$ cat src/rtl/payout_hopper_pkg.sv
// Shared slot-machine constants: payout hopper and game control FSM
// encodings, default hopper timing and payout limits.
package payout_hopper_pkg;

  localparam int DEFAULT_TICK_DIV   = 25_000_000;  // 0.5 s per coin at 50 MHz
  localparam int DEFAULT_MAX_AMOUNT = 999;         // largest payout honoured
  localparam int AMT_W              = 10;          // credits bus width
  localparam int TOTAL_W            = 14;          // lifetime coin counter width

  typedef enum logic [1:0] {
    ST_IDLE     = 2'd0,
    ST_DISPENSE = 2'd1,
    ST_HALT     = 2'd2,
    ST_DONE     = 2'd3
  } hop_state_t;

  // Game control FSM encodings; PAY is the state that issues pay_req.
  typedef enum logic [2:0] {
    CTRL_IDLE = 3'd0,
    CTRL_BET  = 3'd1,
    CTRL_SPIN = 3'd2,
    CTRL_EVAL = 3'd3,
    CTRL_PAY  = 3'd4
  } ctrl_state_t;

endpackage

$ cat src/rtl/payout_hopper_if.sv
// Request/status bundle between the game controller (master) and the
// payout hopper (slave).
interface payout_hopper_if;
  import payout_hopper_pkg::*;

  logic               pay_req;
  logic [AMT_W-1:0]   pay_amount;
  logic               hopper_empty;
  logic               pay_ack;
  logic               busy;
  logic               coin_pulse;
  logic [AMT_W-1:0]   coins_left;
  logic               done;
  logic [TOTAL_W-1:0] total_paid;

  modport master (
    output pay_req, pay_amount, hopper_empty,
    input  pay_ack, busy, coin_pulse, coins_left, done, total_paid
  );

  modport slave (
    input  pay_req, pay_amount, hopper_empty,
    output pay_ack, busy, coin_pulse, coins_left, done, total_paid
  );
endinterface

$ cat src/rtl/payout_hopper_pay_tick.sv
// Coin-rate divider: counts 0..TICK_DIV-1 while enabled and flags the
// wrap cycle. clear has priority and restarts the count at zero.
module pay_tick #(
  parameter int TICK_DIV = 25_000_000
) (
  input  logic clock,
  input  logic reset,
  input  logic clear,
  input  logic enable,
  output logic tick
);

  localparam int              CW   = (TICK_DIV > 2) ? $clog2(TICK_DIV) : 1;
  localparam logic [CW-1:0]   LAST = CW'(TICK_DIV - 1);

  logic [CW-1:0] cnt;

  // Tick is the last count of the period, so the FSM acts on the wrap edge.
  assign tick = enable && (cnt == LAST);

  // Divider count: cleared on demand, frozen when not enabled.
  always_ff @(posedge clock or posedge reset) begin
    if (reset) begin
      cnt <= '0;
    end else if (clear) begin
      cnt <= '0;
    end else if (enable) begin
      if (cnt == LAST) cnt <= '0;
      else             cnt <= cnt + 1'b1;
    end
  end

endmodule

$ cat src/rtl/payout_hopper.sv
// Coin payout hopper: accepts a payout request, dispenses one coin per
// divider tick, halts while the hopper is empty and reports completion.
module payout_hopper
  import payout_hopper_pkg::*;
#(
  parameter int TICK_DIV   = DEFAULT_TICK_DIV,
  parameter int MAX_AMOUNT = DEFAULT_MAX_AMOUNT
) (
  input  logic          clock,
  input  logic          reset,
  payout_hopper_if.slave bus
);

  localparam logic [AMT_W-1:0] MAX_AMT = AMT_W'(MAX_AMOUNT);

  function automatic logic [AMT_W-1:0] clamp_amount(input logic [AMT_W-1:0] amt);
    return (amt > MAX_AMT) ? MAX_AMT : amt;
  endfunction

  function automatic logic [TOTAL_W-1:0] sat_inc_total(input logic [TOTAL_W-1:0] t);
    return (t == '1) ? t : t + 1'b1;
  endfunction

  hop_state_t         state;
  logic               tick;
  logic               accept;
  logic               release_halt;
  logic               div_clear;
  logic               div_enable;
  logic [AMT_W-1:0]   amt_clamped;

  logic               pay_ack_r;
  logic               busy_r;
  logic               coin_pulse_r;
  logic [AMT_W-1:0]   coins_left_r;
  logic               done_r;
  logic [TOTAL_W-1:0] total_paid_r;

  // Divider restarts on a new payout and when the hopper refills in HALT;
  // it only advances while dispensing, which freezes it in HALT.
  assign accept       = (state == ST_IDLE) && bus.pay_req;
  assign release_halt = (state == ST_HALT) && !bus.hopper_empty;
  assign div_clear    = accept || release_halt;
  assign div_enable   = (state == ST_DISPENSE);
  assign amt_clamped  = clamp_amount(bus.pay_amount);

  pay_tick #(.TICK_DIV(TICK_DIV)) u_pay_tick (
    .clock  (clock),
    .reset  (reset),
    .clear  (div_clear),
    .enable (div_enable),
    .tick   (tick)
  );

  // Payout FSM with all outputs registered; pulses default low each cycle.
  always_ff @(posedge clock or posedge reset) begin
    if (reset) begin
      state        <= ST_IDLE;
      pay_ack_r    <= 1'b0;
      busy_r       <= 1'b0;
      coin_pulse_r <= 1'b0;
      coins_left_r <= '0;
      done_r       <= 1'b0;
      total_paid_r <= '0;
    end else begin
      pay_ack_r    <= 1'b0;
      coin_pulse_r <= 1'b0;
      done_r       <= 1'b0;
      case (state)
        ST_IDLE: begin
          if (bus.pay_req) begin
            pay_ack_r    <= 1'b1;
            busy_r       <= 1'b1;
            coins_left_r <= amt_clamped;
            state        <= (amt_clamped == '0) ? ST_DONE : ST_DISPENSE;
          end
        end
        ST_DISPENSE: begin
          if (tick) begin
            if (bus.hopper_empty) begin
              state <= ST_HALT;
            end else begin
              coin_pulse_r <= 1'b1;
              total_paid_r <= sat_inc_total(total_paid_r);
              if (coins_left_r != '0) coins_left_r <= coins_left_r - 1'b1;
              if (coins_left_r <= AMT_W'(1)) state <= ST_DONE;
            end
          end
        end
        ST_HALT: begin
          if (!bus.hopper_empty) state <= ST_DISPENSE;
        end
        ST_DONE: begin
          done_r <= 1'b1;
          busy_r <= 1'b0;
          state  <= ST_IDLE;
        end
        default: begin
          state  <= ST_IDLE;
          busy_r <= 1'b0;
        end
      endcase
    end
  end

  assign bus.pay_ack    = pay_ack_r;
  assign bus.busy       = busy_r;
  assign bus.coin_pulse = coin_pulse_r;
  assign bus.coins_left = coins_left_r;
  assign bus.done       = done_r;
  assign bus.total_paid = total_paid_r;

endmodule

$ cat src/flat_wrapper.sv
// flat-port wrapper written by rule: the top's interface ports become plain ports
module payout_hopper_flat import payout_hopper_pkg::*;
#(
  parameter int TICK_DIV   = DEFAULT_TICK_DIV,
  parameter int MAX_AMOUNT = DEFAULT_MAX_AMOUNT
)
  (clock, reset, bus_pay_req, bus_pay_amount, bus_hopper_empty, bus_pay_ack, bus_busy, bus_coin_pulse, bus_coins_left, bus_done, bus_total_paid);
  payout_hopper_if bus_i ();
  input  logic clock;
  input  logic reset;
  input wire logic [$bits(bus_i.pay_req)-1:0] bus_pay_req;
  input wire logic [$bits(bus_i.pay_amount)-1:0] bus_pay_amount;
  input wire logic [$bits(bus_i.hopper_empty)-1:0] bus_hopper_empty;
  output wire logic [$bits(bus_i.pay_ack)-1:0] bus_pay_ack;
  output wire logic [$bits(bus_i.busy)-1:0] bus_busy;
  output wire logic [$bits(bus_i.coin_pulse)-1:0] bus_coin_pulse;
  output wire logic [$bits(bus_i.coins_left)-1:0] bus_coins_left;
  output wire logic [$bits(bus_i.done)-1:0] bus_done;
  output wire logic [$bits(bus_i.total_paid)-1:0] bus_total_paid;
  assign bus_i.pay_req = bus_pay_req;
  assign bus_i.pay_amount = bus_pay_amount;
  assign bus_i.hopper_empty = bus_hopper_empty;
  assign bus_pay_ack = bus_i.pay_ack;
  assign bus_busy = bus_i.busy;
  assign bus_coin_pulse = bus_i.coin_pulse;
  assign bus_coins_left = bus_i.coins_left;
  assign bus_done = bus_i.done;
  assign bus_total_paid = bus_i.total_paid;
  payout_hopper #(.TICK_DIV(TICK_DIV), .MAX_AMOUNT(MAX_AMOUNT)) u_core (.clock(clock), .reset(reset), .bus(bus_i));
endmodule
$ cat config.mk
export PLATFORM = sky130hd
export DESIGN_NAME = payout_hopper_flat
export DESIGN_NICKNAME = d
export VERILOG_FILES = /design/src/rtl/payout_hopper_pkg.sv /design/src/rtl/payout_hopper_if.sv /design/src/rtl/payout_hopper_pay_tick.sv /design/src/rtl/payout_hopper.sv /design/src/flat_wrapper.sv
export SDC_FILE = /design/constraint.sdc
export NUM_CORES = 1
export LEC_CHECK = 0
export CAP_MARGIN = 20
export CORE_ASPECT_RATIO = 0.9
export CORE_UTILIZATION = 50
export DETAILED_ROUTE_END_ITERATION = 6
export PLACE_DENSITY = 0.76
export SYNTH_ARGS = -nofsm -noshare
export SYNTH_HDL_FRONTEND = slang
export SYNTH_SLANG_ARGS = --single-unit
$ cat constraint.sdc
create_clock -name clock -period 1.97 [get_ports clock]
set_clock_uncertainty 0.05 [all_clocks]
set_input_delay 0.2955 -clock clock [delete_from_list [all_inputs] [get_ports clock]]
set_output_delay 0.2955 -clock clock [all_outputs]
set_load 0.05 [all_outputs]
* Word level (Yosys, flattened, before mapping)
Index checks and enable logic that the tools add are counted.
Word-level totals: register bits 55, latch bits 0, RAM bits 0, bits in read-only memories 0, input port bits 14, output and inout port bits 28, logic and storage cells 65, memories 0
Cells by class: add/subtract/negate cells 3, multiply operators 0, divide/modulo/power cells 0, $lt $le $gt $ge 2, eq/ne operators 11, shift operators 0, muxes and demuxes 24, bitwise operators 2, reductions and logical operators 15
Operator list (number):
- $mux 25 | 3
- $mux 10 | 5
- $add 25x1->25 const B | 1
- $eq 25x25->1 const B | 1
- $pmux 10 s2 | 1
- $add 14x1->14 const B | 1
- $eq 14x14->1 const B | 1
- $mux 2 | 6
- $gt 10x10->1 const B | 1
- $le 10x1->1 const B | 1
- $logic_not 10->1 | 1
- $reduce_bool 10->1 | 1
- $sub 10x1->10 const B | 1
- $pmux 2 s4 | 1
- $reduce_and 4->1 | 2
- $mux 1 | 7
- $ne 2x2->1 const B | 3
- $reduce_bool 2->1 | 3
- $reduce_and 5->1 | 1
- $eq 2x2->1 const B | 2
- $ne 2x1->1 const B | 2
- $logic_and 1x1->1 | 3
- $ne 3x2->1 const B | 1
- $eq 2x1->1 const B | 1
- other kinds (6) | 7

* Logic depth before layout (Yosys ltp)
depth in word-level cells 6, mapped depth 7, mapped depth without buffers 7

* By module
A second synthesis with hierarchy kept.
Second synthesis, totals: cells, all modules 343, area total of the unflattened synthesis 3196.8 um^2
Modules (own cells, without submodules):
- payout_hopper | instances 1, cells an instance 172, area an instance 1675.4 um^2, sequential area each 750.7 um^2
- pay_tick | instances 1, cells an instance 171, area an instance 1521.5 um^2, sequential area each 625.6 um^2

* Worst setup path before layout
No wires, ideal clock.
path type register to register, from register u_core.coins_left_r[0] (netlist: u_core.bus.coins_left[0]), to register u_core.coins_left_r[1] (netlist: u_core.bus.coins_left[1]), library setup time 0.125 ns, arrival 2.241 ns, data required time 1.795 ns, slack -0.445 ns, stages on the path, launching flop included 8, cells stage by stage dfrtp_1 inv_1 ha_1 nor4b_4 a31oi_1 nor2_1 nor2_1 mux2_2
On the way: cells in the longest elaborated chain, start to end 5, elaborated cells between the ends (all ways) 8, classes of those cells add/sub: 1; eq/ne: 1; mux: 4; reduce/logical: 2
Ends and longest elaborated chain:
- from (decl) | line payout_hopper.sv:35 | logic [AMT_W-1:0] coins_left_r;
- from (signal assigned) | line payout_hopper.sv:74 | coins_left_r <= amt_clamped;
- from (signal assigned) | line payout_hopper.sv:85 | if (coins_left_r != '0) coins_left_r <= coins_left_r - 1'b1;
- $sub 10x1->10 | line payout_hopper.sv:85
- $mux 10 | line payout_hopper.sv:85
- $mux 10 | line payout_hopper.sv:80 | if (bus.hopper_empty) begin
- $mux 10 | line payout_hopper.sv:79 | if (tick) begin
- $pmux 10 s2 | line payout_hopper.sv:69 | case (state)
Several ways; a longest one is shown, not always the timed one. The select of a mux whose other input is x is not followed. A chain may end at the register's enable or synchronous reset.

* Worst setup path after layout
from register u_core.u_pay_tick.cnt[1], to register u_core.u_pay_tick.cnt[22]
On the way: cells in the longest elaborated chain, start to end 4, elaborated cells between the ends (all ways) 5, classes of those cells add/sub: 1; eq/ne: 1; mux: 3
Ends and longest elaborated chain:
- from (decl) | line payout_hopper_pay_tick.sv:16 | logic [CW-1:0] cnt;
- from (signal assigned) | line payout_hopper_pay_tick.sv:29 | else cnt <= cnt + 1'b1;
- $add 25x1->25 / $eq 25x25->1 (equally long branches) | line payout_hopper_pay_tick.sv:29, payout_hopper_pay_tick.sv:28
- $mux 25 * | line payout_hopper_pay_tick.sv:28 | if (cnt == LAST) cnt <= '0;
- $mux 25 * | line payout_hopper_pay_tick.sv:27 | end else if (enable) begin
- $mux 25 * | line payout_hopper_pay_tick.sv:25 | end else if (clear) begin
Every way passes the cells marked *; elsewhere a longest branch is shown, timed or not. The select of a mux whose other input is x is not followed.

==> metrics <==
outcome finished, final reports clean; final setup TNS 0 ns; DR DRC count 0; CTS sink count 55; post-synthesis cell area 0.00322 mm2; share of layout cells above drive strength 1 27.1%; Hold/Removal Path Class input port to async pin; CTS max path bufs 2; gr ovfl total 0; global routing usage on met3 under 10%; Clk pwr share 12.7%; GRT Util Overall 26.1%; CTS root buf clkbuf_8; most frequent CP cell or4_4; pwr/cell area 1190 mW/mm2; Starting Density between 50% and 60%; post-DR wirelength/cell 16.0 um; pin count of the biggest net entering global routing 56; CP max FO 8; RSZ-0062 raised after global routing true; total power 5.25 mW; # setup viols final 0; Worst-Skew Late Latency 0.31 ns; max incr delay on CP 0.59 ns; DP Cell Count 520; number of synthesized flops with an enable pin 0; CP endpoint kind flip-flop; leakage power between 1.5 and 2 nW; final std cells w/o fill 534; initial antenna violation count 0; Peak supply drop 708 uV; net count after synthesis 375; ys async rst share 100%; met2 Track Usage GR 42.2%; Sw Share 45.4%; clock-pin slew on the worst setup and hold paths 0.11 ns; std cell rows 27; WS Path Type flip-flop to flip-flop; Worst-Margin Slew 0.541 ns; DRT iter0 DRCs around 190; DRT Pass-1 Iters 5; Die Width slightly below 90 um; count of pins over their slew limit 0; CTS buffer count 5; port bufs 41; syn avg cell area ~9.0 um2; DPL Wire Length 5.95 mm; Synth cell types 54; ANT cells 0; part of the power in registers 34.0%; Yosys warnings 0; CP top delay family simple AND/OR/NAND/NOR gates; max_slew headroom 63.7%; Most Crowded Layer GR met2; Die ar. 0.00676 mm2; Tmin final approximately 2.0 ns; final core utilization 71.9%; FF+latch count, synth between 50 and 60; core area roughly 0.006 mm2; Final Wtd Congestion 0.867; fin crit share 99.3%; Combinational Power Share 53.3%; fin nets about 460; first-pass GRT wire length approximately 14 mm; DR vias 3192; CP Cell Sequence ha_4, nand3_4, or4_4, o21ai_4, buf_6, or4_4, o211ai_1; vias per inst 5.98; CTS tree done; max-cap violations 0; Main synth FF type dfrtp_1; GR Layer Usage met1 35.9%; switching power total 2.38 mW; Pint 2.87 mW; Final ANT Viol Nets 0; number of global-route vias before repair 3010; Startpoint Class flip-flop; post-synthesis sequential area ratio 42.8%; P&R area growth vs syn 37.5%; setup ws final 0.0130 ns; # hold bufs at CTS 0; Highest Clock Rate 511 MHz; Syn Inst Count about 360; Crit-path slowest cell or4_4; Setup Slack @ Placement -0.0593 ns; num ports 42; Final Hold Vio Count 0; Worst EP required around 2.1 ns; htree depth 2; Buffers & Inverters on Critical Path 1; wirelength, routed 8.53 mm; chip height 78.1 um; WP data arrival 2.10 ns
## layout by cell type (no fill, tap or decap), drive strengths merged, types with 11 or more instances in the layout
cell type,n
nand4,11
inv,17
o21ai,27
xor2,11
nor2,22
dfrtp,55
clkdlybuf4s50,25
buf,59
nor3,16
nand3,26
nor4,13
a31oi,16
a21oi,16
nand2,30
## worst register-to-register path, delay by kind of cell (launching register included)
| family | cells | cell delay, ns |
|---|---|---|
| buffers and inverters | 1 | 0.15 |
| flip-flops | 1 | 0.41 |
| adder cells (fa/ha/maj) | 1 | 0.17 |
| AND/OR/NAND/NOR | 3 | 0.82 |
| AO/OA/AOI/OAI | 2 | 0.24 |
## path summary, 6_finish.rpt
check	from	endpoint	slack, ns	cells past startpoint
worst max-delay path	u_core.u_pay_tick.cnt[1]	u_core.u_pay_tick.cnt[22]	0.01	7
max in group asynchronous	reset	u_core.u_pay_tick.cnt[9]	1.31	3
worst min-delay path	reset	u_core.bus.coins_left[5]	0.30	3
worst max register to register	u_core.u_pay_tick.cnt[1]	u_core.u_pay_tick.cnt[22]	0.01	7
worst min register to register	u_core.bus.busy	u_core.bus.busy	0.44	1
min in group clock	u_core.bus.busy	u_core.bus.busy	0.44	1
## Yosys cell counts, drive strengths merged (3+ instances only)
master,number,area [um2]
dfrtp,55,1380
nand2,30,113
o21ai,27,139
nand3,26,153
nor2,22,82.6
a21oi,16,83.8
a31oi,16,100
nor3,16,85.1
inv,15,56.3
nor4,13,103
nand4,11,68.8
xor2,11,96.3
and3,8,50.1
buf,8,38.8
or4,8,60.1
o211ai,6,45.0
or3,6,37.5
a32oi,5,43.8
clkbuf,5,21.3
nor2b,5,31.3
xnor2,5,43.8
and4,4,35.0
ha,4,50.1
and2,3,18.8
nand2b,3,18.8
o31a,3,26.3
## power by group through the flow
stage | Combinational (mW) | Clock [mW] | Sequential, mW
2_1_floorplan | 1.21 | 0 | 2.11
3_3_place_gp | 2.60 | 0 | 1.75
3_5_place_dp | 2.66 | 0 | 1.78
4_1_cts | 2.65 | 0.690 | 1.75
5_1_grt | 3.01 | 0.725 | 1.84
6_report | 2.80 | 0.667 | 1.79
## repair_timing
action,4_1_cts,5_1_grt
pin swaps,0,15
buffers inserted,0,6
setup endpoints to repair,6,38
gates resized for setup,6,39
## flip-flops by register name, summed over array words and instances, names as in the netlist
name	flops
u_core.u_pay_tick.cnt	25
u_core.bus.total_paid	14
u_core.bus.coins_left	10
u_core.state	2
u_core.bus.busy	1
u_core.bus.coin_pulse	1
u_core.bus.done	1
u_core.bus.pay_ack	1
## logic make-up (layout without fill, tap and decap cells)
group	count (synthesis)	count (layout)	share of synthesized area, %
AOI/OAI and AO/OA	89	89	17.7
xor gates and xnor gates	16	16	4.36
adders and majority gates	4	4	1.56
buffers and inverters	28	118	3.62
DFF	55	55	42.8
muxes	2	2	0.700
and+or+nand+nor	163	163	29.3
## area by class of cell
type / count / area [um2]
fill: 470 / 1730
clock buffer: 5 / 68.8
timing repair buffer: 95 / 873
inverter: 15 / 56.3
clock inverter: 3 / 27.5
tap: 87 / 109
multi-input combinational: 274 / 1900
sequential: 55 / 1390
## per-stage QoR
stage	cell area, um2	hold slack (ns)
after global placement	4130	0.411
final	4420	0.299
after floorplan	3260	0.356
after CTS	4220	0.308
after global routing	4420	0.315
after detailed placement	4130	0.415
## layer usage
metal / wire length [um] / part of all wire (%)
met5: 0 / 0
met4: 153 / 1.8
met3: 473 / 5.5
met2: 4130 / 48
met1: 3760 / 44
Power figures use the tool's default switching activity.
